**src/rtl/dmem_port_arbiter.sv**
```systemverilog
// dmem_port_arbiter
//   Shares the single-ported data memory between the processor ld/st path
//   (port 0) and the debug/loader port (port 1). Round-robin arbitration,
//   one outstanding access at a time. Each access takes RD_LAT cycles in the
//   memory and finishes with a one-cycle registered response pulse to the
//   port that won it.
//
// Ports
//   clk, reset               clock (rising edge), async active-high reset
//   reqN_valid/we/addr/wdata request from port N, held until reqN_ready
//   reqN_ready               accept strobe (combinational)
//   rspN_valid/rdata         response pulse and read data (0 for writes)
//   mem_en/we/addr/wdata     memory strobe and fields (all 0 when idle)
//   mem_rdata                memory read data, valid RD_LAT cycles after mem_en
//   grant_cnt0/1             saturating accept counters, present only when
//                            DMEM_ARB_STATS_EN is defined
//
// state | meaning
// ------+-------------------------------------------------------------
// IDLE  | no access outstanding; arbitrate and issue on any request
// WAIT  | access issued; count down the memory latency, then respond

module dmem_port_arbiter #(
  parameter int ADDR_W = 16,
  parameter int DATA_W = 16,
  parameter int RD_LAT = 1
) (
  input  logic              clk,
  input  logic              reset,
  input  logic              req0_valid,
  input  logic              req0_we,
  input  logic [ADDR_W-1:0] req0_addr,
  input  logic [DATA_W-1:0] req0_wdata,
  output logic              req0_ready,
  output logic              rsp0_valid,
  output logic [DATA_W-1:0] rsp0_rdata,
  input  logic              req1_valid,
  input  logic              req1_we,
  input  logic [ADDR_W-1:0] req1_addr,
  input  logic [DATA_W-1:0] req1_wdata,
  output logic              req1_ready,
  output logic              rsp1_valid,
  output logic [DATA_W-1:0] rsp1_rdata,
  output logic              mem_en,
  output logic              mem_we,
  output logic [ADDR_W-1:0] mem_addr,
  output logic [DATA_W-1:0] mem_wdata,
  input  logic [DATA_W-1:0] mem_rdata
`ifdef DMEM_ARB_STATS_EN
  ,
  output logic [15:0]       grant_cnt0,
  output logic [15:0]       grant_cnt1
`endif
);

  localparam logic [0:0] ST_IDLE = 1'b0;
  localparam logic [0:0] ST_WAIT = 1'b1;

  // Counter holds RD_LAT-1 at most; keep it at least one bit wide.
  localparam int CNT_W = (RD_LAT > 1) ? $clog2(RD_LAT) : 1;
  localparam logic [CNT_W-1:0] CNT_INIT = CNT_W'(RD_LAT - 1);

  logic [0:0]        state_q, state_d;
  logic              last_grant_q, last_grant_d;
  logic [CNT_W-1:0]  wait_cnt_q, wait_cnt_d;
  logic              owner_q, owner_d;
  logic              is_wr_q, is_wr_d;
  logic              rsp0_valid_q, rsp0_valid_d;
  logic              rsp1_valid_q, rsp1_valid_d;
  logic [DATA_W-1:0] rsp0_rdata_q, rsp0_rdata_d;
  logic [DATA_W-1:0] rsp1_rdata_q, rsp1_rdata_d;
  logic              grant1;
  logic [DATA_W-1:0] cap_data;

  always_comb begin
    state_d      = state_q;
    last_grant_d = last_grant_q;
    wait_cnt_d   = wait_cnt_q;
    owner_d      = owner_q;
    is_wr_d      = is_wr_q;
    rsp0_valid_d = 1'b0;
    rsp1_valid_d = 1'b0;
    rsp0_rdata_d = rsp0_rdata_q;
    rsp1_rdata_d = rsp1_rdata_q;
    req0_ready   = 1'b0;
    req1_ready   = 1'b0;
    mem_en       = 1'b0;
    mem_we       = 1'b0;
    mem_addr     = '0;
    mem_wdata    = '0;
    grant1       = 1'b0;
    cap_data     = '0;

    case (state_q)
      ST_IDLE: begin
        // Ready/mem strobes are combinational from state, so hold them low
        // while reset is asserted rather than showing an IDLE accept.
        if (!reset && (req0_valid || req1_valid)) begin
          // On a tie the port that did not win last time gets the grant.
          grant1 = (req0_valid && req1_valid) ? ~last_grant_q : req1_valid;
          mem_en = 1'b1;
          if (grant1) begin
            req1_ready = 1'b1;
            mem_we     = req1_we;
            mem_addr   = req1_addr;
            mem_wdata  = req1_wdata;
            is_wr_d    = req1_we;
          end else begin
            req0_ready = 1'b1;
            mem_we     = req0_we;
            mem_addr   = req0_addr;
            mem_wdata  = req0_wdata;
            is_wr_d    = req0_we;
          end
          last_grant_d = grant1;
          owner_d      = grant1;
          wait_cnt_d   = CNT_INIT;
          state_d      = ST_WAIT;
        end
      end
      ST_WAIT: begin
        if (wait_cnt_q == '0) begin
          cap_data = is_wr_q ? '0 : mem_rdata;
          if (owner_q) begin
            rsp1_valid_d = 1'b1;
            rsp1_rdata_d = cap_data;
          end else begin
            rsp0_valid_d = 1'b1;
            rsp0_rdata_d = cap_data;
          end
          state_d = ST_IDLE;
        end else begin
          wait_cnt_d = wait_cnt_q - CNT_W'(1);
        end
      end
      default: state_d = ST_IDLE;
    endcase
  end

  always_ff @(posedge clk or posedge reset) begin
    if (reset) begin
      state_q      <= ST_IDLE;
      last_grant_q <= 1'b1;
      wait_cnt_q   <= '0;
      owner_q      <= 1'b0;
      is_wr_q      <= 1'b0;
      rsp0_valid_q <= 1'b0;
      rsp1_valid_q <= 1'b0;
      rsp0_rdata_q <= '0;
      rsp1_rdata_q <= '0;
    end else begin
      state_q      <= state_d;
      last_grant_q <= last_grant_d;
      wait_cnt_q   <= wait_cnt_d;
      owner_q      <= owner_d;
      is_wr_q      <= is_wr_d;
      rsp0_valid_q <= rsp0_valid_d;
      rsp1_valid_q <= rsp1_valid_d;
      rsp0_rdata_q <= rsp0_rdata_d;
      rsp1_rdata_q <= rsp1_rdata_d;
    end
  end

  assign rsp0_valid = rsp0_valid_q;
  assign rsp1_valid = rsp1_valid_q;
  assign rsp0_rdata = rsp0_rdata_q;
  assign rsp1_rdata = rsp1_rdata_q;

`ifdef DMEM_ARB_STATS_EN
  logic [15:0] grant_cnt0_q, grant_cnt0_d;
  logic [15:0] grant_cnt1_q, grant_cnt1_d;

  always_comb begin
    grant_cnt0_d = grant_cnt0_q;
    grant_cnt1_d = grant_cnt1_q;
    if (req0_ready && (grant_cnt0_q != 16'hFFFF)) grant_cnt0_d = grant_cnt0_q + 16'd1;
    if (req1_ready && (grant_cnt1_q != 16'hFFFF)) grant_cnt1_d = grant_cnt1_q + 16'd1;
  end

  always_ff @(posedge clk or posedge reset) begin
    if (reset) begin
      grant_cnt0_q <= '0;
      grant_cnt1_q <= '0;
    end else begin
      grant_cnt0_q <= grant_cnt0_d;
      grant_cnt1_q <= grant_cnt1_d;
    end
  end

  assign grant_cnt0 = grant_cnt0_q;
  assign grant_cnt1 = grant_cnt1_q;
`endif

endmodule

```
**config.mk**
```make
export PLATFORM = sky130hd
export DESIGN_NAME = dmem_port_arbiter
export DESIGN_NICKNAME = d
export VERILOG_FILES = /design/src/rtl/dmem_port_arbiter.sv
export SDC_FILE = /design/constraint.sdc
export NUM_CORES = 1
export LEC_CHECK = 0
export ABC_AREA = 1
export CAP_MARGIN = 15
export CORE_ASPECT_RATIO = 2
export CORE_MARGIN = 5
export CORE_UTILIZATION = 36
export CTS_CLUSTER_SIZE = 16
export DETAILED_ROUTE_END_ITERATION = 6
export HOLD_SLACK_MARGIN = 0.02
export PLACE_DENSITY_LB_ADDON = 0.25
export SYNTH_ARGS = -nofsm -noshare
export SYNTH_HDL_FRONTEND = slang
export SYNTH_SLANG_ARGS = --single-unit
```
**constraint.sdc**
```tcl
create_clock -name clk -period 1.9 [get_ports clk]
set_clock_uncertainty 0.1 [all_clocks]
set_input_delay 0.19 -clock clk [delete_from_list [all_inputs] [get_ports clk]]
set_output_delay 0.19 -clock clk [all_outputs]
set_load 0.01 [all_outputs]
```
# Word-level counts from Yosys, hierarchy flattened
# Cells that the tools add are included.
[word_totals] register_bits=39 inputBits=86 output_inout_bits=70
[classes] addsub=1 eq_ne=1 muxes=30 bitwise_logic=4 reduce_logical=7
[op_table] operator="2-to-1 mux 16 bit" n=7
[op_table] operator="2-to-1 mux 1 bit" n=21
[op_table] operator="AND reduction 3 bit" n=2
[op_table] operator="inverter 1 bit" n=4
[op_table] operator="case mux 1 bit (2 select lines)" n=2
[op_table] operator="logical AND 1 bit" n=2
[op_table] operator="inequality test 2 bit (second input constant)" n=1
[op_table] operator="AND reduction 2 bit" n=1
[op_table] operator="zero test 1 bit" n=1
[op_table] operator="logical OR 1 bit" n=1
[op_table] operator="subtractor 1 bit (second input constant)" n=1

# Longest topological paths before layout
# Gate-level depths: netlist of run 1.
[depth] depth_word=5 mapped_depth=6

# Worst setup path after synthesis of run 1
# No wires, ideal clock.
[synth_path] kind="input to output" start="in reset" end="out mem_wdata[10]" arrival_time_ns=1.329 required_ns=1.610 path_slack_ns=0.281 stages=6 cell_sequence="inv_2 nand2_8 nor2_8 buf_12 nand3_2 nand2_1"
[synth_between] elab_chain_len=4
[synth_lines] item="start: declaration" line_no="29" source="input logic reset,"
[synth_lines] item="zero test 1 bit (no source line)"
[synth_lines] item="logical AND 1 bit" line_no="98" source="if (!reset && (req0_valid || req1_valid)) begin"
[synth_lines] item="2-to-1 mux 16 bit" line_no="98"
[synth_lines] item="2-to-1 mux 16 bit" line_no="94" source="case (state_q)"
[synth_lines] item="end: declaration" line_no="47" source="output logic [DATA_W-1:0] mem_wdata,"
# No other way between the ends.

# Worst setup path in the final report of run 1
[layout_path] start="reg last_grant_q" end="out mem_wdata[2]"
[layout_between] elab_chain_len=5
[layout_lines] item="start: declaration" line_no="64" source="logic last_grant_q, last_grant_d;"
[layout_lines] item="start signal: assignment" line_no="153" source="last_grant_q <= last_grant_d;"
[layout_lines] item="inverter 1 bit" line_no="100" source="grant1 = (req0_valid && req1_valid) ? ~last_grant_q : req1_valid;"
[layout_lines] item="2-to-1 mux 1 bit" line_no="100"
[layout_lines] item="2-to-1 mux 16 bit" line_no="102" source="if (grant1) begin"
[layout_lines] item="2-to-1 mux 16 bit" line_no="98"
[layout_lines] item="2-to-1 mux 16 bit" line_no="94"
# No other way between the ends.

==> results of run 1 <==
-- where the power goes --
part	total (W)	internal, W	switching (W)
logic	0.00152	0.000845	0.000672
registers	0.00120	0.00105	0.000149
clock network	0.000901	0.000593	0.000308
total	0.00362	0.00249	0.00113
-- cells by family after synthesis --
kind of cell | Yosys count
AND/OR/NAND/NOR | 210
buffers and inverters | 42
flip-flops | 38
AO/OA/AOI/OAI | 16
-- flip-flops by register name, indices dropped and copies added, names as in the netlist --
register and count:
rsp1_rdata 16, last_grant_q 1, rsp0_valid 1, owner_q 1, state_q 1, rsp1_valid 1
rsp0_rdata 16, is_wr_q 1
-- worst reg2reg max path: stages, from the launching register on --
cell and delay (ps):
dfrtp_1 320, buf_4 230, nand2_2 270, inv_2 310, nand2_1 100, nand2_1 80
-- worst min-delay path by stage --
| stage | from | to |
|---|---|---|
| 4_1_cts | reset | rsp0_rdata[11] |
| 2_1_floorplan | reset | is_wr_q |
| 3_5_place_dp | last_grant_q | last_grant_q |
| 5_1_grt | reset | rsp0_rdata[11] |
| 6_report | reset | rsp0_rdata[11] |
| 3_3_place_gp | last_grant_q | last_grant_q |
-- cell usage in the layout, fill, tap and decap left out, types with 16 or more instances in the layout --
cell	n
buf_2	25
clkdlybuf4s50_1	117
dfrtp_1	37
inv_1	22
nand2_1	127
nand2_2	24
nand3_2	24
nor2_1	17
o21ai_0	16
-- per-stage QoR --
stage / utilization, % / cell area (sq um) / std cells / total power [W] / setup slack [ps]
6_report: 67.7 / 4270 / 560 / 0.00362 / 13.6
5_1_grt: 67.7 / 4270 / 560 / 0.00385 / -35.6
4_1_cts: 65.0 / 4100 / 557 / 0.00362 / 0.707
3_5_place_dp: 62.8 / 3960 / 542 / 0.00268 / -297
3_3_place_gp: 62.8 / 3960 / 542 / 0.00266 / -269
2_1_floorplan: - / 2330 / 306 / 0.00180 / 281
-- what timing repair did --
item	4_1_cts	5_1_grt
endpoints found under the setup margin	36	35
pin swaps	2	10
gates resized for setup	140	40
setup buffers	5	2
gates cloned	2	2
-- metal layers --
layer / track usage (%) / vias up / part of all wire [%]
met5: 0 / - / 0
met4: 7.24 / 0 / 1.5
met3: 6.68 / 10 / 11
met2: 35.1 / 122 / 52
met1: 18.5 / 1150 / 35
li1: - / 1267 / -
-- area by class of cell --
type | count | share of cell area (%)
repair buffers | 177 | 41.3
multi-input cells | 226 | 27.6
flip-flops and latches | 38 | 22.3
clock buffers | 8 | 3.89
well taps | 86 | 2.52
inverters | 25 | 2.31
==> flow_summary.toml, run 1 <==
[sta]
fmax_mhz = 530
relSlewSlack_pct = 63.0
tns_ps = 0
drv_slew = 0
holdWs_ps = 316
setup_viol = 0
period_share_pct = 99.3
finalHoldViolCount = 0
tightest_slew_ps = 555
min_period_ps = 1890
rsz0062_at_grt = "true"

[power]
power_leakage_nw = 2.20
ir_drop_mv = 0.770
pwr_density_cell_nw_per_um2 = 847

[grt]
grt_max_degree = 39
grt_pass1_wl_um = 12000
track_usage_pct = 18.9
overflow = 0
antenna_found_initial = 0
grt_pass1_vias = 2527

[clock_tree]
path_clk_slew_ps = 60
cts_buffers = 5
hold_buffers = 0
cts_tree = "yes"
h-tree-depth = 2
clkSinkCount = 38
clk_latency_ps = 280
cts_max_path_buffers = 2
root_buffer = "clkbuf_16"

[route]
route.detailed.drc = 0
vias = 2549
postRouteAntennaNets = 0
firstDrtPassIters = 5
drtIter0Drc = 85
drt-total-wl_um = 8230
avgRoutedWirePerCell_um = 14.7
routed_via_density = 4.55

[worst_hold_path]
worst_hold_path_type = "in -> async"

[synth]
yosys-top-cells-count = "152 x nand2_1, 37 x dfrtp_1, 24 x nand3_2"
synth_top_family_by_area = "simple AND/OR/NAND/NOR gates"
synth.yosys.seq_area_share_pct = 40.9
syn_inst = 306
yosys.area_share.simple_pct = 43.8
synth_top_cell_area_share_pct = 39.8
synth.most_common_cell = "nand2_1"
synth_cell_types = 18
syn_nets = 392
yosysWarnings = 0
avgSynthCellArea_sq_um = 7.61
synth_area_leaders = "dfrtp_1 40%, nand2_1 25%, nand3_2 10%"
netlist_area_sq_um = 2330
synth_mux_area_share_pct = 0
synthAdderAreaFrac_pct = 0
synth_top_area_cell = "dfrtp_1"
ys_ff_latch = 38
synth_flop_cell = "dfrtp_1"
synth_xor_area_share_pct = 0
synth_edf_count = 0
async_flop_share_pct = 100
synth_compound_area_share_pct = 3.44

[floorplanning]
dieArea_sq_um = 8270
die_y_um = 124
die_w_um = 66.9
io_pins = 156
start_util_pct = 36.9
std_cell_rows = 41
coreArea_sq_um = 6310

[cells_and_area]
num-fill-cells = 561
syn_to_final_growth_pct = 83.5
diodes = 0
multiInputGateArea_sq_um = 1180
drive_gt1_share_pct = 26.2
nets = 559
final-seq-area_sq_um = 952

[worst_setup_path]
crit_start = "last_grant_q"
r2r-end = "rsp1_rdata[11]"
r2r-start = "owner_q"
path_max_fanout = 7
endpoint_kind = "primary output"
worstPathRequired_ps = 1610
cp_data_arrival_time_ps = 1600
cpMaxStageDelayCell = "dfstp_2"
crit_family = "flip-flops"
cp_cell_sequence = "nand2_4 > nand2_4 > buf_6 > nor2_8 > clkbuf_16 > nand2_1 > nand2_1 > buf_6"
cp.depth = 8
cp_slowest_stage_delay_ps = 550
cp-start-kind = "register"
r2r_cells = 5
rrSetupSlack_ps = 430
crit_end = "mem_wdata[2]"
path_class = "reg -> out"
cp_num_buf_inv = 3

[placement]
gp_congestion = 0.748
port_buffers = 155
dp_hpwl_um = 6120

[flow_run]
drv_cap = 0

[run_status]
status = "finished, final reports clean"
No activity file was read; power rests on OpenSTA's default activity.
==> run 2: changes to the inputs <==
--- a/config.mk
+++ b/config.mk
@@ -7,9 +7,11 @@
 export LEC_CHECK = 0
 export ABC_AREA = 1
 export CAP_MARGIN = 15
+export CELL_PAD_IN_SITES_DETAIL_PLACEMENT = 1
+export CELL_PAD_IN_SITES_GLOBAL_PLACEMENT = 1
 export CORE_ASPECT_RATIO = 2
 export CORE_MARGIN = 5
-export CORE_UTILIZATION = 36
+export CORE_UTILIZATION = 24
 export CTS_CLUSTER_SIZE = 16
 export DETAILED_ROUTE_END_ITERATION = 6
 export HOLD_SLACK_MARGIN = 0.02
==> constraint.sdc (replaced) <==
create_clock -name clk -period 1.8 [get_ports clk]
set_clock_uncertainty 0.1 [all_clocks]
set_input_delay 0.18 -clock clk [delete_from_list [all_inputs] [get_ports clk]]
set_output_delay 0.18 -clock clk [all_outputs]
set_load 0.01 [all_outputs]
==> run 2 against run 1 <==
Net effect:
- the flow now finishes with violations (negative setup slack)
- routed wire length rose by 16%
- sequential share of layout area decreased by 0.34 points
- clock power decreased by 2.2%
- via count increased by 2.7%
- register-to-register slack lost 140 ps
- count of clock-buffer cells in the layout shrank 1
- critical path depth unchanged
- worst setup slack worse by 94 ps
- die area rose by 44%
- non-clock buffer count up 4
- largest power group unchanged
==> flow_summary.toml, run 2 (synthesized netlist as in run 1, its figures left out) <==
[floorplanning]
die_y_um = 149
die_w_um = 79.7
coreArea_sq_um = 9640
io_pins = 156
start_util_pct = 24.2
dieArea_sq_um = 11900
std_cell_rows = 51

[power]
total_power_w = 0.00378
internal-power_w = 0.00255
ir_drop_mv = 0.620
power_frac_comb_pct = 42.5
p_sw_share_pct = 32.5
clkPwrFrac_pct = 23.3
pwr_density_cell_nw_per_um2 = 871
p_sw_w = 0.00123
p_seq_share_pct = 34.2
power_leakage_nw = 2.20

[flow_run]
drv_cap = 0

[worst_setup_path]
cp_data_arrival_time_ps = 1600
path_class = "reg -> out"
cpMostUsedCell = "nand2_1"
cpMaxStageDelayCell = "dfstp_2"
cp-start-kind = "register"
cp_num_buf_inv = 3
cp_slowest_stage_delay_ps = 540
crit_family = "flip-flops"
worstPathRequired_ps = 1520
rrSetupSlack_ps = 290
r2r-start = "owner_q"
cp_cell_sequence = "nand2_2 > nand2_4 > buf_6 > nor2_8 > clkbuf_16 > nand2_1 > nand2_1 > buf_2"
path_max_fanout = 12
endpoint_kind = "primary output"
r2r-end = "rsp1_rdata[11]"
r2r_cells = 4

[sta]
fin_ws_ps = -80.2
fmax_mhz = 532
relSlewSlack_pct = 54.4
tightest_slew_ps = 684
tns_ps = -1130
period_share_pct = 104
min_period_ps = 1880
setup_viol = 32
finalHoldViolCount = 0
rsz0062_at_grt = "true"
drv_slew = 0

[cells_and_area]
layout_commonest_cell = "nand2_1"
multiInputGateArea_sq_um = 1210
final-seq-area_sq_um = 952
nets = 563
num-fill-cells = 1175
finish.utilization_pct = 45.0
finalNonFillerCells = 610
diodes = 0
syn_to_final_growth_pct = 86.4
final_cell_mix = "129 x nand2_1, 118 x clkdlybuf4s50_1, 37 x dfrtp_1"
design_area_sq_um = 4340
drive_gt1_share_pct = 27.8

[clock_tree]
path_clk_slew_ps = 60
clkSinkCount = 38
h-tree-depth = 2
clk_latency_ps = 280
root_buffer = "clkbuf_16"
cts_max_path_buffers = 2
hold_buffers = 0
cts_tree = "yes"
cts_buffers = 5

[route]
routed_via_density = 4.29
avgRoutedWirePerCell_um = 15.7
postRouteAntennaNets = 0
route.detailed.drc = 0
drt-total-wl_um = 9550
firstDrtPassIters = 4
vias = 2618
drtIter0Drc = 21

[grt]
grtUsageMet2_pct = 30.7
antenna_found_initial = 0
grt_max_degree = 39
overflow = 0
grt_pass1_vias = 2858
grtUsageMet1_pct = 14.9
grt-busiest-layer = "met2"
track_usage_pct = 15.4
grt_util_met3_pct = 3.26
grt_pass1_wl_um = 14200

[placement]
dp_hpwl_um = 6780
dpl-instance-area_sq_um = 4000
gp_congestion = 0.720
port_buffers = 155
place_inst = 589

[worst_hold_path]
worst_hold_path_type = "in -> async"

[run_status]
violations = "negative setup slack"
status = "finished with violations"
[run 2: power by group through the flow]
stage,sequential (W),clock [W],combinational (W)
6_report,0.00129,0.000881,0.00161
5_1_grt,0.00134,0.000948,0.00175
4_1_cts,0.00130,0.000911,0.00161
3_5_place_dp,0.00131,0,0.00155
3_3_place_gp,0.00130,0,0.00152
2_1_floorplan,0.00136,0,0.000536
[run 2: how the worst max path moves through the flow]
| stage | cells after the start | endpoint | start |
|---|---|---|---|
| after floorplan | 6 | mem_wdata[10] | reset |
| final | 8 | mem_wdata[4] | last_grant_q |
| after detailed placement | 7 | mem_wdata[3] | req1_valid |
| after global routing | 8 | mem_wdata[4] | last_grant_q |
| after global placement | 7 | mem_wdata[3] | req1_valid |
| after CTS | 9 | mem_wdata[3] | last_grant_q |
[run 2: worst reg2reg max path, delay by kind of cell, from the launching register on]
family        cells  cell delay, ps
buf+inv           1             260
flops             1             780
simple gates      3             310
[run 2: routing by layer]
metal | vias up | wire length (um)
met5 | - | 0
met3 | 7 | 597
met1 | 1246 | 3140
met2 | 91 | 5670
li1 | 1274 | -
met4 | 0 | 144
[run 2: per-stage QoR]
stage               hold WS [ps]  setup WS (ps)
floorplan                   84.1            201
global placement             365           -369
detailed placement           369           -404
CTS                          342           -194
global route                 366           -149
finish                       323          -80.2
[run 2: timing repair]
item                       in CTS  in global routing
pin swaps                      10                 10
buffers inserted                8                  3
resized for setup             164                 33
setup endpoints to repair      36                 35
gates cloned                    3                  3
[run 2: layout make-up]
type	instances	area share [%]
clock buffer	7	3.29
clock inverter	1	0.115
inverter	25	2.28
multi-input combinational	226	28.0
sequential	38	21.9
tap	132	3.81
timing repair buffer	181	40.6
==> run 3: changes to the inputs <==
--- a/config.mk
+++ b/config.mk
@@ -6,6 +6,7 @@
 export NUM_CORES = 1
 export LEC_CHECK = 0
 export ABC_AREA = 1
+export ABC_CLOCK_PERIOD_IN_PS = 1800
 export CAP_MARGIN = 15
 export CELL_PAD_IN_SITES_DETAIL_PLACEMENT = 1
 export CELL_PAD_IN_SITES_GLOBAL_PLACEMENT = 1
@@ -16,6 +17,7 @@
 export DETAILED_ROUTE_END_ITERATION = 6
 export HOLD_SLACK_MARGIN = 0.02
 export PLACE_DENSITY_LB_ADDON = 0.25
+export SETUP_SLACK_MARGIN = 0.4
 export SYNTH_ARGS = -nofsm -noshare
 export SYNTH_HDL_FRONTEND = slang
 export SYNTH_SLANG_ARGS = --single-unit
==> run 3 against run 2 <==
Net effect:
- the run still ends with negative setup slack left
- first-iteration DRC count is 43% higher
- register-to-register slack got worse by 40 ps
- total power decreased by 0.54%
- sequential power about the same
- critical endpoint is now mem_addr[3]
- largest cell class unchanged
==> flow_summary.toml, run 3 (synthesized netlist as in run 1, its figures left out) <==
[run_status]
status = "finished with violations"
violations = "negative setup slack"

[sta]
finalHoldViolCount = 0
rsz0062_at_grt = "true"
relSlewSlack_pct = 57.7
tightest_slew_ps = 634
drv_slew = 0
fin_ws_ps = -111
tns_ps = -2130
period_share_pct = 106
min_period_ps = 1910
holdWs_ps = 369
fmax_mhz = 523
setup_viol = 32

[cells_and_area]
syn_to_final_growth_pct = 99.5
diodes = 0
drive_gt1_share_pct = 33.9
final_cell_mix = "119 x nand2_1, 84 x clkdlybuf4s50_1, 36 x dfrtp_1"
design_area_sq_um = 4640
layout_commonest_cell = "nand2_1"
nets = 583

[grt]
track_usage_pct = 15.9
overflow = 0
grt_pass1_vias = 2945
grt_pass1_wl_um = 14600
antenna_found_initial = 0
grt_max_degree = 39

[power]
p_seq_share_pct = 34.4
clkPwrFrac_pct = 23.9
p_sw_w = 0.00127
power_leakage_nw = 2.40
pwr_density_cell_nw_per_um2 = 809
power_frac_comb_pct = 41.7
p_sw_share_pct = 33.9
ir_drop_mv = 0.756
internal-power_w = 0.00248

[route]
drt-total-wl_um = 9690
firstDrtPassIters = 3
drtIter0Drc = 30
avgRoutedWirePerCell_um = 15.4
route.detailed.drc = 0
vias = 2710
postRouteAntennaNets = 0
routed_via_density = 4.30

[worst_setup_path]
cp-start-kind = "register"
cp_cell_sequence = "nand2_2 > nand2_4 > buf_6 > nor2_8 > buf_6 > buf_8 > nand2_2 > nand2_2 > buf_6"
crit_family = "flip-flops"
cp_data_arrival_time_ps = 1630
worstPathRequired_ps = 1520
path_max_fanout = 6
cpMaxStageDelayCell = "dfstp_2"
cp_slowest_stage_delay_ps = 540
path_class = "reg -> out"
endpoint_kind = "primary output"
cp_num_buf_inv = 4

[clock_tree]
cts_tree = "yes"
cts_max_path_buffers = 2
clkSinkCount = 38
h-tree-depth = 2
clk_latency_ps = 280
root_buffer = "clkbuf_16"
cts_buffers = 5
path_clk_slew_ps = 60

[placement]
dpl-instance-area_sq_um = 4010
dp_hpwl_um = 6850
port_buffers = 155
gp_congestion = 0.726

[floorplanning]
die_y_um = 149
std_cell_rows = 51
start_util_pct = 24.2
coreArea_sq_um = 9640
die_w_um = 79.7
dieArea_sq_um = 11900
io_pins = 156

[flow_run]
drv_cap = 0

[worst_hold_path]
worst_hold_path_type = "in -> async"
[run 3: final cells by class]
cell class	instances	area [sq um]
sequential	38	956
tap	132	165
inverter	25	104
clock buffer	6	139
timing repair buffer	199	2000
multi-input combinational	228	1270
fill	1158	4990
clock inverter	2	12.5
[run 3: power groups by stage]
stage	sequential, W	clock, W	combinational [W]
after detailed placement	0.00131	0	0.00155
final	0.00129	0.000896	0.00157
after floorplan	0.00136	0	0.000538
after CTS	0.00129	0.000931	0.00150
after global placement	0.00130	0	0.00153
after global routing	0.00134	0.000975	0.00172
[run 3: metrics by stage]
step / setup slack, ps / instances / util [%] / total power [W]
4_1_cts: -136 / 621 / 45.2 / 0.00372
3_5_place_dp: -402 / 589 / 41.6 / 0.00286
5_1_grt: -175 / 630 / 48.2 / 0.00403
2_1_floorplan: 408 / 306 / - / 0.00190
3_3_place_gp: -384 / 589 / 41.6 / 0.00283
6_report: -111 / 630 / 48.2 / 0.00376
[run 3: timing repair]
item                       in CTS  in global routing
gates cloned                    5                  3
hold buffers                    0                  0
pin swaps                      18                 35
setup endpoints to repair      71                 71
setup buffers                  19                  6
hold endpoints to repair        0                  0
resized for setup             217                 54
[run 3: final timing paths]
| path | start | endpoint | slack, ps | depth (start not counted) |
|---|---|---|---|---|
| max in group asynchronous | reset | owner_q | 860 | 3 |
| worst min-delay path | reset | rsp0_rdata[13] | 370 | 3 |
| worst max register to register | state_q | is_wr_q | 250 | 10 |
| min in group clk | last_grant_q | last_grant_q | 370 | 2 |
| worst max-delay path | last_grant_q | mem_addr[3] | -110 | 9 |
| worst min register to register | last_grant_q | last_grant_q | 370 | 2 |
[run 3: worst register-to-register path: cells and delay by family (launching register included)]
kind	cells	cell delay (ps)
buffers and inverters	6	570
DFF	1	420
and+or+nand+nor	4	350
[run 3: per-layer routing]
| layer | vias up | wire length (um) | global-route usage (%) |
|---|---|---|---|
| li1 | 1319 | - | - |
| met1 | 1298 | 3080 | 14.3 |
| met2 | 86 | 5930 | 33.0 |
| met3 | 7 | 552 | 3.14 |
| met4 | 0 | 130 | 5.34 |
| met5 | - | 0 | 0 |
